File: config.mk
export PLATFORM = sky130hd
export DESIGN_NAME = wb_fifo_deep_flat
export DESIGN_NICKNAME = d
export VERILOG_FILES = /design/src/rtl/wb_fifo_deep_pkg.sv /design/src/rtl/wb_fifo_deep_if.sv /design/src/rtl/wb_fifo_deep_fifo_sync_mem.sv /design/src/rtl/wb_fifo_deep.sv /design/src/flat_wrapper.sv
export SDC_FILE = /design/constraint.sdc
export NUM_CORES = 1
export LEC_CHECK = 0
export BUFFER_PORTS_ARGS = -buffer_cell sky130_fd_sc_hd__buf_4
export CAP_MARGIN = 25
export CORE_ASPECT_RATIO = 0.5
export CORE_UTILIZATION = 35
export DETAILED_ROUTE_END_ITERATION = 7
export PLACE_DENSITY_LB_ADDON = 0.12
export SYNTH_ARGS = -nofsm -noshare
export SYNTH_HDL_FRONTEND = slang
export SYNTH_HIERARCHICAL = 1
export SYNTH_SLANG_ARGS = --single-unit
File: constraint.sdc
create_clock -name clk -period 5.45 [get_ports clk]
set_input_delay 1.09 -clock clk [delete_from_list [all_inputs] [get_ports clk]]
set_output_delay 1.09 -clock clk [all_outputs]
set_load 0.02 [all_outputs]
File: src/rtl/wb_fifo_deep_pkg.sv
// wb_fifo_deep_pkg: register word map and bit positions shared by the FIFO slave.
package wb_fifo_deep_pkg;
  typedef enum logic [1:0] {W_DATA = 2'd0, W_STATUS = 2'd1, W_CONTROL = 2'd2, W_RSVD = 2'd3} word_e;
  localparam int ST_EMPTY = 0;
  localparam int ST_FULL = 1;
  localparam int ST_OVF = 2;
  localparam int ST_UNF = 3;
  localparam int ST_LEVEL_LSB = 8;
  localparam int CT_IEN = 0;
  localparam int CT_FLUSH = 1;
  localparam int CT_THRESH_LSB = 8;
endpackage

File: src/rtl/wb_fifo_deep_if.sv
// wb_fifo_deep_if: Wishbone slave bus bundle with master/slave views.
interface wb_fifo_deep_if #(
  parameter int AW = 32,
  parameter int DW = 32
);
  logic [AW-1:0]   wb_adr_i;
  logic [DW-1:0]   wb_dat_i;
  logic [DW-1:0]   wb_dat_o;
  logic [DW/8-1:0] wb_sel_i;
  logic [2:0]      wb_cti_i;
  logic [1:0]      wb_bte_i;
  logic            wb_we_i;
  logic            wb_cyc_i;
  logic            wb_stb_i;
  logic            wb_ack_o;
  logic            wb_err_o;
  logic            wb_rty_o;
  modport master (
    output wb_adr_i, wb_dat_i, wb_sel_i, wb_cti_i, wb_bte_i, wb_we_i, wb_cyc_i, wb_stb_i,
    input  wb_dat_o, wb_ack_o, wb_err_o, wb_rty_o
  );
  modport slave (
    input  wb_adr_i, wb_dat_i, wb_sel_i, wb_cti_i, wb_bte_i, wb_we_i, wb_cyc_i, wb_stb_i,
    output wb_dat_o, wb_ack_o, wb_err_o, wb_rty_o
  );
endinterface

File: src/rtl/wb_fifo_deep_fifo_sync_mem.sv
// fifo_sync_mem: DEPTH-entry storage with wrap-bit pointers and asynchronous head read.
module fifo_sync_mem #(
  parameter int DW = 32,
  parameter int DEPTH_LOG2 = 4
) (
  input  logic                  clk,
  input  logic                  rst,
  input  logic                  push,
  input  logic                  pop,
  input  logic                  flush,
  input  logic [DW-1:0]         din,
  output logic [DW-1:0]         head,
  output logic [DEPTH_LOG2:0]   level,
  output logic                  full,
  output logic                  empty
);
  logic [DW-1:0] mem_q [2**DEPTH_LOG2];
  logic [DEPTH_LOG2:0] wr_q, rd_q;
  always_ff @(posedge clk)
    if (push) mem_q[wr_q[DEPTH_LOG2-1:0]] <= din;
  always_ff @(posedge clk or posedge rst)
    if (rst) begin
      wr_q <= '0;
      rd_q <= '0;
    end else if (flush) begin
      wr_q <= '0;
      rd_q <= '0;
    end else begin
      wr_q <= wr_q + (DEPTH_LOG2 + 1)'(push);
      rd_q <= rd_q + (DEPTH_LOG2 + 1)'(pop);
    end
  assign head = mem_q[rd_q[DEPTH_LOG2-1:0]];
  assign level = wr_q - rd_q;
  // level never exceeds DEPTH, so its MSB alone marks full
  assign full = level[DEPTH_LOG2];
  assign empty = level == '0;
endmodule

File: src/rtl/wb_fifo_deep.sv
// wb_fifo_deep: Wishbone-mapped message FIFO with status flags and threshold interrupt.
module wb_fifo_deep
  import wb_fifo_deep_pkg::*;
#(
  parameter int AW = 32,
  parameter int DW = 32,
  parameter int DEPTH_LOG2 = 4
) (
  input  logic           clk,
  input  logic           rst,
  wb_fifo_deep_if.slave  wb,
  output logic           irq_o
);
  localparam int AL = $clog2(DW / 8);
  localparam int TW = DEPTH_LOG2 + 1;
  logic ack_q, err_q, irq_q, ovf_q, unf_q, ien_q;
  logic [DW-1:0] dat_q, rdata, head, status, control;
  logic [TW-1:0] thresh_q, level;
  logic full, empty, req, hit, acc, wr, rd, push, pop, flush;
  word_e word;
  assign req = wb.wb_cyc_i & wb.wb_stb_i & ~ack_q & ~err_q;
  assign hit = wb.wb_adr_i[AW-1:AL+2] == '0;
  assign word = word_e'(wb.wb_adr_i[AL+1:AL]);
  assign acc = req & hit;
  assign wr = acc & wb.wb_we_i;
  assign rd = acc & ~wb.wb_we_i;
  assign push = wr & (word == W_DATA) & ~full;
  assign pop = rd & (word == W_DATA) & ~empty;
  assign flush = wr & (word == W_CONTROL) & wb.wb_dat_i[CT_FLUSH];
  fifo_sync_mem #(.DW(DW), .DEPTH_LOG2(DEPTH_LOG2)) u_mem (
    .clk(clk), .rst(rst), .push(push), .pop(pop), .flush(flush), .din(wb.wb_dat_i),
    .head(head), .level(level), .full(full), .empty(empty)
  );
  always_comb begin
    status = '0;
    status[ST_EMPTY] = empty;
    status[ST_FULL] = full;
    status[ST_OVF] = ovf_q;
    status[ST_UNF] = unf_q;
    status[ST_LEVEL_LSB +: TW] = level;
    control = '0;
    control[CT_IEN] = ien_q;
    control[CT_THRESH_LSB +: TW] = thresh_q;
    rdata = word == W_DATA ? (empty ? '0 : head) :
            word == W_STATUS ? status :
            word == W_CONTROL ? control : '0;
  end
  always_ff @(posedge clk or posedge rst)
    if (rst) begin
      ack_q <= 1'b0;
      err_q <= 1'b0;
      dat_q <= '0;
      irq_q <= 1'b0;
      ovf_q <= 1'b0;
      unf_q <= 1'b0;
      ien_q <= 1'b0;
      thresh_q <= TW'(1);
    end else begin
      ack_q <= acc;
      err_q <= req & ~hit;
      dat_q <= rd ? rdata : '0;
      irq_q <= ien_q & ((level >= thresh_q) | ovf_q);
      if (wr & (word == W_DATA) & full) ovf_q <= 1'b1;
      else if (wr & (word == W_STATUS) & wb.wb_dat_i[ST_OVF]) ovf_q <= 1'b0;
      if (rd & (word == W_DATA) & empty) unf_q <= 1'b1;
      else if (wr & (word == W_STATUS) & wb.wb_dat_i[ST_UNF]) unf_q <= 1'b0;
      if (wr & (word == W_CONTROL)) begin
        ien_q <= wb.wb_dat_i[CT_IEN];
        thresh_q <= wb.wb_dat_i[CT_THRESH_LSB +: TW];
      end
    end
  assign wb.wb_ack_o = ack_q;
  assign wb.wb_err_o = err_q;
  assign wb.wb_dat_o = dat_q;
  assign wb.wb_rty_o = 1'b0;
  assign irq_o = irq_q;
  logic unused;
  assign unused = ^{wb.wb_sel_i, wb.wb_cti_i, wb.wb_bte_i, wb.wb_adr_i[AL-1:0]};
endmodule

File: src/flat_wrapper.sv
// flat-port wrapper written by rule: the top's interface ports become plain ports
module wb_fifo_deep_flat import wb_fifo_deep_pkg::*;
#(
  parameter int AW = 32,
  parameter int DW = 32,
  parameter int DEPTH_LOG2 = 4
)
  (clk, rst, irq_o, wb_wb_adr_i, wb_wb_dat_i, wb_wb_sel_i, wb_wb_cti_i, wb_wb_bte_i, wb_wb_we_i, wb_wb_cyc_i, wb_wb_stb_i, wb_wb_dat_o, wb_wb_ack_o, wb_wb_err_o, wb_wb_rty_o);
  wb_fifo_deep_if #(.AW(AW), .DW(DW)) wb_i ();
  input  logic clk;
  input  logic rst;
  output logic irq_o;
  input wire logic [$bits(wb_i.wb_adr_i)-1:0] wb_wb_adr_i;
  input wire logic [$bits(wb_i.wb_dat_i)-1:0] wb_wb_dat_i;
  input wire logic [$bits(wb_i.wb_sel_i)-1:0] wb_wb_sel_i;
  input wire logic [$bits(wb_i.wb_cti_i)-1:0] wb_wb_cti_i;
  input wire logic [$bits(wb_i.wb_bte_i)-1:0] wb_wb_bte_i;
  input wire logic [$bits(wb_i.wb_we_i)-1:0] wb_wb_we_i;
  input wire logic [$bits(wb_i.wb_cyc_i)-1:0] wb_wb_cyc_i;
  input wire logic [$bits(wb_i.wb_stb_i)-1:0] wb_wb_stb_i;
  output wire logic [$bits(wb_i.wb_dat_o)-1:0] wb_wb_dat_o;
  output wire logic [$bits(wb_i.wb_ack_o)-1:0] wb_wb_ack_o;
  output wire logic [$bits(wb_i.wb_err_o)-1:0] wb_wb_err_o;
  output wire logic [$bits(wb_i.wb_rty_o)-1:0] wb_wb_rty_o;
  assign wb_i.wb_adr_i = wb_wb_adr_i;
  assign wb_i.wb_dat_i = wb_wb_dat_i;
  assign wb_i.wb_sel_i = wb_wb_sel_i;
  assign wb_i.wb_cti_i = wb_wb_cti_i;
  assign wb_i.wb_bte_i = wb_wb_bte_i;
  assign wb_i.wb_we_i = wb_wb_we_i;
  assign wb_i.wb_cyc_i = wb_wb_cyc_i;
  assign wb_i.wb_stb_i = wb_wb_stb_i;
  assign wb_wb_dat_o = wb_i.wb_dat_o;
  assign wb_wb_ack_o = wb_i.wb_ack_o;
  assign wb_wb_err_o = wb_i.wb_err_o;
  assign wb_wb_rty_o = wb_i.wb_rty_o;
  wb_fifo_deep #(.AW(AW), .DW(DW), .DEPTH_LOG2(DEPTH_LOG2)) u_core (.clk(clk), .rst(rst), .wb(wb_i), .irq_o(irq_o));
endmodule
# Yosys cells after proc, flatten, opt, wreduce, memory -nomap -nowiden
# Memories as Yosys holds them, arrays and structs flattened.
# Index checks and enable logic that the tools add are counted.
# Widths: inputs -> output; s select.
# word_totals
latchBits	0
in_bits	78
elab_cells	61
n_memories	1
mem_bits_rw	512
romBits	0
ff_bits	53
# classes
n_eq_ne	2
div_mod_pow	0
n_mux	13
multipliers	0
n_reduce_logical	5
n_addsub	3
magnitude_cmp	1
shift	0
bitwise	26
# mem_list
name	depth	word_bits	read_ports	rd_clocked_by_memory_dff	write_ports	line_no	text
u_core.u_mem.mem_q	16	32	1	0	1	wb_fifo_deep_fifo_sync_mem.sv:17	logic [DW-1:0] mem_q [2**DEPTH_LOG2];
# ops
op	n
$mux 32	4
$logic_not 28->1	1
$and 1x1->1	19
$mux 13	1
$add 5x1->5	2
$mux 5	2
$mux 1	6
$not 1->1	6
$ge 5x5->1	1
$logic_not 5->1	1
$sub 5x5->5	1
$reduce_bool 2->1	2
$eq 2x1->1 const B	1
$eq 2x2->1 const B	1
$logic_not 2->1	1
$or 1x1->1	1

# Depth between registers and ports, before layout
# depth
ltp_word	9
mapped_depth	15
mapped_depth_nobuf	14

# By module
# The synthesis kept the hierarchy.
# modules_own_cells
module	instances	cells_per_inst	seq_area_each_um2	area_per_inst_um2
fifo_sync_mem	1	1004	15625.0	20193.1
wb_fifo_deep	1	170	1077.3	1908.1

# Least setup slack after synthesis
# OpenSTA, ideal clock, no wires.
# synth_timing
path_type	input port to flip-flop
startpoint	input port wb_wb_adr_i[14]
endpoint	memory u_core.u_mem.mem_q[8][0] (enable)
slack_ns	0.362
arrival_ns	4.627
required_ns	4.989
stages	6
setup_ns	0.461
path_buffers	0
path_cell_list	nor4_2 > nand4_2 > nor4_4 > and4b_1 > nand3_1 > nor3_1
# synth_via
elab_chain_cells	7
# synth_rtl
item	line_no	text
start, declared	flat_wrapper.sv:13	input wire logic [$bits(wb_i.wb_adr_i)-1:0] wb_wb_adr_i;
$logic_not 28->1	wb_fifo_deep.sv:22	assign hit = wb.wb_adr_i[AW-1:AL+2] == '0;
$and 1x1->1	wb_fifo_deep.sv:24	assign acc = req & hit;
via u_core.acc	wb_fifo_deep.sv:19	logic full, empty, req, hit, acc, wr, rd, push, pop, flush;
$and 1x1->1	wb_fifo_deep.sv:25	assign wr = acc & wb.wb_we_i;
$and 1x1->1 (2 in series)	wb_fifo_deep.sv:27	assign push = wr & (word == W_DATA) & ~full;
via u_core.push	wb_fifo_deep.sv:19	
$mux 1	wb_fifo_deep_fifo_sync_mem.sv:20	if (push) mem_q[wr_q[DEPTH_LOG2-1:0]] <= din;
$mux 1 (not written as such)	wb_fifo_deep_fifo_sync_mem.sv:20	
end, declared	wb_fifo_deep_fifo_sync_mem.sv:17	
# The timed path passes the listed nets, and every way through them passes these cells.

# Worst setup path in the final report
# layout_timing
startpoint	register u_core.u_mem.wr_q[0]
endpoint	memory u_core.u_mem.mem_q[15][20] (enable)
# layout_via
elab_chain_cells	5
# layout_rtl
item	line_no	text
start, declared	wb_fifo_deep_fifo_sync_mem.sv:18	logic [DEPTH_LOG2:0] wr_q, rd_q;
start signal, assigned	wb_fifo_deep_fifo_sync_mem.sv:29	wr_q <= wr_q + (DEPTH_LOG2 + 1)'(push);
$sub 5x5->5	wb_fifo_deep_fifo_sync_mem.sv:33	assign level = wr_q - rd_q;
via u_core.full	wb_fifo_deep.sv:19	
$not 1->1	wb_fifo_deep.sv:27	
$and 1x1->1	wb_fifo_deep.sv:27	
via u_core.push	wb_fifo_deep.sv:19	
$mux 1	wb_fifo_deep_fifo_sync_mem.sv:20	
$mux 1 (not written as such)	wb_fifo_deep_fifo_sync_mem.sv:20	
# The timed path passes the listed nets, and every way through them passes these cells.

==> tab_implementation.tex <==
\begin{tabular}{lr}
\hline
Metric & Value \\
\hline
\multicolumn{2}{l}{\textbf{Synthesis}} \\
Synth top cells by count & sky130\_fd\_sc\_hd\_\_edfxtp\_1 (512), sky130\_fd\_sc\_hd\_\_mux2i\_1 (124), sky130\_fd\_sc\_hd\_\_a22oi\_1 (102), sky130\_fd\_sc\_hd\_\_mux4\_2 (66), sky130\_fd\_sc\_hd\_\_dfrtp\_1 (52) \\
Number of synthesized register bits & around 570 \\
Post-synth top area share & 69.6\% \\
Fraction of synthesis flops using an asynchronous set or reset pin & 9.38\% \\
Synthesized area & 22,100 um\^{}2 \\
Nets in the synthesized netlist & 1,266 \\
Most common flop cell mapped by yosys & sky130\_fd\_sc\_hd\_\_edfxtp\_1 \\
Average cell area after synthesis & 18.8 um\^{}2 \\
Synth area leader & sky130\_fd\_sc\_hd\_\_edfxtp\_1 \\
Number of instances in the synthesized netlist & 1,174 \\
Proportion of synthesized chip area in sequential cells & between 70\% and 80\% \\
Most instantiated library cell after synthesis & sky130\_fd\_sc\_hd\_\_edfxtp\_1 \\
Post-synth EDFFs & 512 \\
Count of distinct cell types in the synthesized netlist & slightly above 50 \\
Count of synthesis-stage warnings from yosys & 6 \\
Top area cells in the synthesized netlist & sky130\_fd\_sc\_hd\_\_edfxtp\_1 (70\%), sky130\_fd\_sc\_hd\_\_mux4\_2 (6.7\%), sky130\_fd\_sc\_hd\_\_dfrtp\_1 (5.9\%) \\
\multicolumn{2}{l}{\textbf{Die}} \\
\# IOs & 114 \\
Floorplan core area & about 60,000 um\^{}2 \\
Row Count & 64 \\
DIE WIDTH & 357 um \\
Initial Util & 35.8\% \\
DIE HEIGHT & 180 um \\
DIE AREA & approximately 64,000 um\^{}2 \\
\multicolumn{2}{l}{\textbf{Critical path}} \\
Launch instance of the worst register-to-register path & u\_core/u\_mem/wr\_q[0]\$\_DFF\_PP0\_ \\
Worst setup SP type & flop \\
CP max FO & 32 \\
Critical path endpoint & u\_core/u\_mem/mem\_q[15][20]\$\_DFFE\_PP\_ \\
CP startpoint & u\_core/u\_mem/wr\_q[0]\$\_DFF\_PP0\_ \\
Crit path arrival time & approximately 3900 ps \\
Worst reg2reg path endpoint & u\_core/u\_mem/mem\_q[15][20]\$\_DFFE\_PP\_ \\
Crit path required time & 5670 ps \\
Kind of capture point of the worst setup path & flop \\
Cells on worst reg2reg path & 11 \\
Internal reg-to-reg setup slack & around 1700 ps \\
Start-to-end type of the worst setup path & flop to flop \\
\multicolumn{2}{l}{\textbf{Pwr}} \\
Logic pwr share & 1.4\% \\
Internal power consumption & 0.00681 W \\
Peak supply drop & 0.281 mV \\
Static power due to leakage & 8.39 nW \\
Net load switching power & 0.00164 W \\
Switching power as a share of total power & between 15 and 20\% \\
Clock network fraction of total power & 42.7\% \\
Sequential group share of total power & 55.9\% \\
Cell Pwr Density & around 330 nW/um\^{}2 \\
\multicolumn{2}{l}{\textbf{Timing}} \\
Worst slew pin tran & 905 ps \\
Setup repair after global routing missed its margin & no \\
Final hold violations & 0 \\
Setup violations, final & 0 \\
Accumulated negative setup slack & 0 ps \\
Slew Limit Headroom & 39.6\% \\
Upper clock frequency limit & 270 MHz \\
Final period util & 67.9\% \\
Post-layout min period & roughly 3700 ps \\
Worst hold slack & 503 ps \\
Final setup skew & 26.0 ps \\
Slew Viols, Final & 0 \\
Least setup slack across all paths after layout & 1750 ps \\
\multicolumn{2}{l}{\textbf{Clocking}} \\
Clock latency on the worst-skew pair & 600 ps \\
Total clock sinks & 565 \\
Cts hold-fix bufs & 0 \\
Clk Tree Root Cell & sky130\_fd\_sc\_hd\_\_clkbuf\_16 \\
Total clock buffers created by CTS & 52 \\
Clock tree from TritonCTS & built \\
Longest Clk Path Bufs & 3 \\
Level count of the clock H-tree & 2 \\
Clock-pin transition on the worst setup and hold timing paths & 60 ps \\
Cts repair resizes & 0 \\
Post-CTS repair timing setup buffer count & 0 \\
\multicolumn{2}{l}{\textbf{Global routing}} \\
Antenna violations before repair & 1 \\
Leftover overflow at the end of global routing & 0 \\
Global-route wire length before repair & 78,700 um \\
Number of global-route vias before repair & 12,000 \\
GRT Util Overall & between 10\% and 20\% \\
Largest net degree at the start of global routing & 105 \\
\multicolumn{2}{l}{\textbf{Cells and area}} \\
Share of layout cells above drive strength 1 & around a quarter \\
Ant diodes & 0 \\
Area grow syn2layout & 16.3\% \\
Post-layout nets & between 1,000 and 1,500 \\
Layout fillers & 5,495 \\
Final core occ & 41.6\% \\
\multicolumn{2}{l}{\textbf{Route}} \\
Via count & 11,300 \\
First-pass iteration count of the detailed router & 5 \\
Remaining design rule violation count & 0 \\
DRT Wirelength & $\sim$53,000 um \\
First DRT Iteration DRCs & 912 \\
Via/cell ratio & 5.18 \\
Post-DR wirelength/cell & 24.5 um \\
Detail Route Antenna Nets & 0 \\
\multicolumn{2}{l}{\textbf{Place}} \\
Minimum setup slack after placement & 1230 ps \\
GP Congestion & 0.720 \\
Number of port buffers & around 100 \\
Post-DP HPWL & 30,800 um \\
\multicolumn{2}{l}{\textbf{Run}} \\
Max-capacitance violation count & 0 \\
\multicolumn{2}{l}{\textbf{Hold path}} \\
Hold Crit Class & flop to flop \\
\multicolumn{2}{l}{\textbf{Run status}} \\
Status & finished clean \\
\hline
\end{tabular}
## per-stage QoR
stage / std cells / power, W / instance area [um^2]
after floorplan: 1174 / 0.00484 / 22100
after global placement: 2083 / 0.00493 / 24000
after detailed placement: 2083 / 0.00494 / 24000
after CTS: 2180 / 0.00857 / 25700
after global routing: 2181 / 0.00875 / 25700
final: 2181 / 0.00845 / 25700
## critical path, cell delays in order (launching register included)
cell and delay [ps]:
sky130_fd_sc_hd__dfrtp_1 430, sky130_fd_sc_hd__inv_1 140, sky130_fd_sc_hd__ha_1 180, sky130_fd_sc_hd__inv_1 50
sky130_fd_sc_hd__fa_1 390, sky130_fd_sc_hd__a21o_1 180, sky130_fd_sc_hd__a21oi_1 170, sky130_fd_sc_hd__xnor2_1 210
sky130_fd_sc_hd__and4b_1 480, sky130_fd_sc_hd__nand3_1 350, sky130_fd_sc_hd__nor2_4 170, sky130_fd_sc_hd__buf_4 560
## metal layers
metal  vias up  wire length (um)  GRT usage, %  part of all wire (%)
met5         -                 0             0                     0
met1      6032             25300          24.1                    47
met3        54              2400          2.77                   4.5
li1       4988                 -             -                     -
met4         0               769          3.44                   1.4
met2       234             25100          26.9                    47
## state kept, by name, summed over array words and instances (netlist names)
name                flops
u_core/u_mem/wr_q       5
u_core/u_mem/mem_q    512
u_core/wb.wb_dat_o     32
u_core/ovf_q            1
u_core/thresh_q         5
u_core/wb.wb_ack_o      1
u_core/irq_o            1
u_core/unf_q            1
u_core/u_mem/rd_q       5
u_core/wb.wb_err_o      1
u_core/ien_q            1
## power by group through the flow
stage          Combinational (W)  Sequential [W]  Clock (W)
4_1_cts                 0.000122         0.00472    0.00373
2_1_floorplan          0.0000188         0.00482          0
3_3_place_gp            0.000115         0.00481          0
5_1_grt                 0.000132         0.00472    0.00390
3_5_place_dp            0.000122         0.00481          0
6_report                0.000118         0.00472    0.00361
## worst min-delay path by stage
stage,from,end,slack [ps],cells past startpoint
3_3_place_gp,u_core/unf_q$_DFFE_PP0P_,u_core/unf_q$_DFFE_PP0P_,480,1
5_1_grt,rst,u_core/u_mem/rd_q[0]$_DFF_PP0_,510,2
4_1_cts,rst,u_core/u_mem/wr_q[2]$_DFF_PP0_,490,2
6_report,u_core/unf_q$_DFFE_PP0P_,u_core/unf_q$_DFFE_PP0P_,500,1
3_5_place_dp,u_core/unf_q$_DFFE_PP0P_,u_core/unf_q$_DFFE_PP0P_,490,1
2_1_floorplan,u_core/unf_q$_DFFE_PP0P_,u_core/unf_q$_DFFE_PP0P_,460,1
## cells in the final DEF (no fill, tap or decap), types with 4 or more instances in the layout
master and instances:
sky130_fd_sc_hd__mux4_2 66, sky130_fd_sc_hd__nor4_2 4, sky130_fd_sc_hd__clkbuf_16 52, sky130_fd_sc_hd__dfrtp_1 49, sky130_fd_sc_hd__nand3_1 44, sky130_fd_sc_hd__xor2_1 4
sky130_fd_sc_hd__mux2i_1 124, sky130_fd_sc_hd__inv_1 12, sky130_fd_sc_hd__a22oi_1 102, sky130_fd_sc_hd__buf_4 143, sky130_fd_sc_hd__ha_1 13, sky130_fd_sc_hd__clkbuf_1 17
sky130_fd_sc_hd__edfxtp_1 512, sky130_fd_sc_hd__xnor2_1 5, sky130_fd_sc_hd__nor3_1 4, sky130_fd_sc_hd__nand2_1 36, sky130_fd_sc_hd__o21ai_1 4, sky130_fd_sc_hd__nor2_4 14
sky130_fd_sc_hd__clkinv_1 9, sky130_fd_sc_hd__nand2b_1 4, sky130_fd_sc_hd__nor2_1 25, sky130_fd_sc_hd__and2_1 24, sky130_fd_sc_hd__nor3_2 4, sky130_fd_sc_hd__nor2b_1 6
sky130_fd_sc_hd__bufinv_16 5, sky130_fd_sc_hd__clkinv_2 8, sky130_fd_sc_hd__a21oi_1 10, sky130_fd_sc_hd__clkbuf_8 4
## cells by family after synthesis
group / after synthesis / share of synthesized area, %
DFF: 565 / 75.6
muxes: 192 / 12.4
and+or+nand+nor: 191 / 4.69
AOI/OAI and AO/OA: 126 / 4.14
buffers and inverters: 76 / 1.95
adders and majority gates: 14 / 0.827
xor gates and xnor gates: 9 / 0.357
other: 1 / 0.0170
## area by class of cell
class                      instances  area [um^2]  share of cell area, %
clock inverter                    24          249                  0.969
inverter                          15         56.3                  0.219
multi-input combinational        533         5110                   19.9
tap                              825         1030                   4.02
clock buffer                      73         1420                   5.52
timing repair buffer             146         1130                   4.39
sequential                       565        16700                   65.0
No activity file was read; power rests on OpenSTA's default activity.
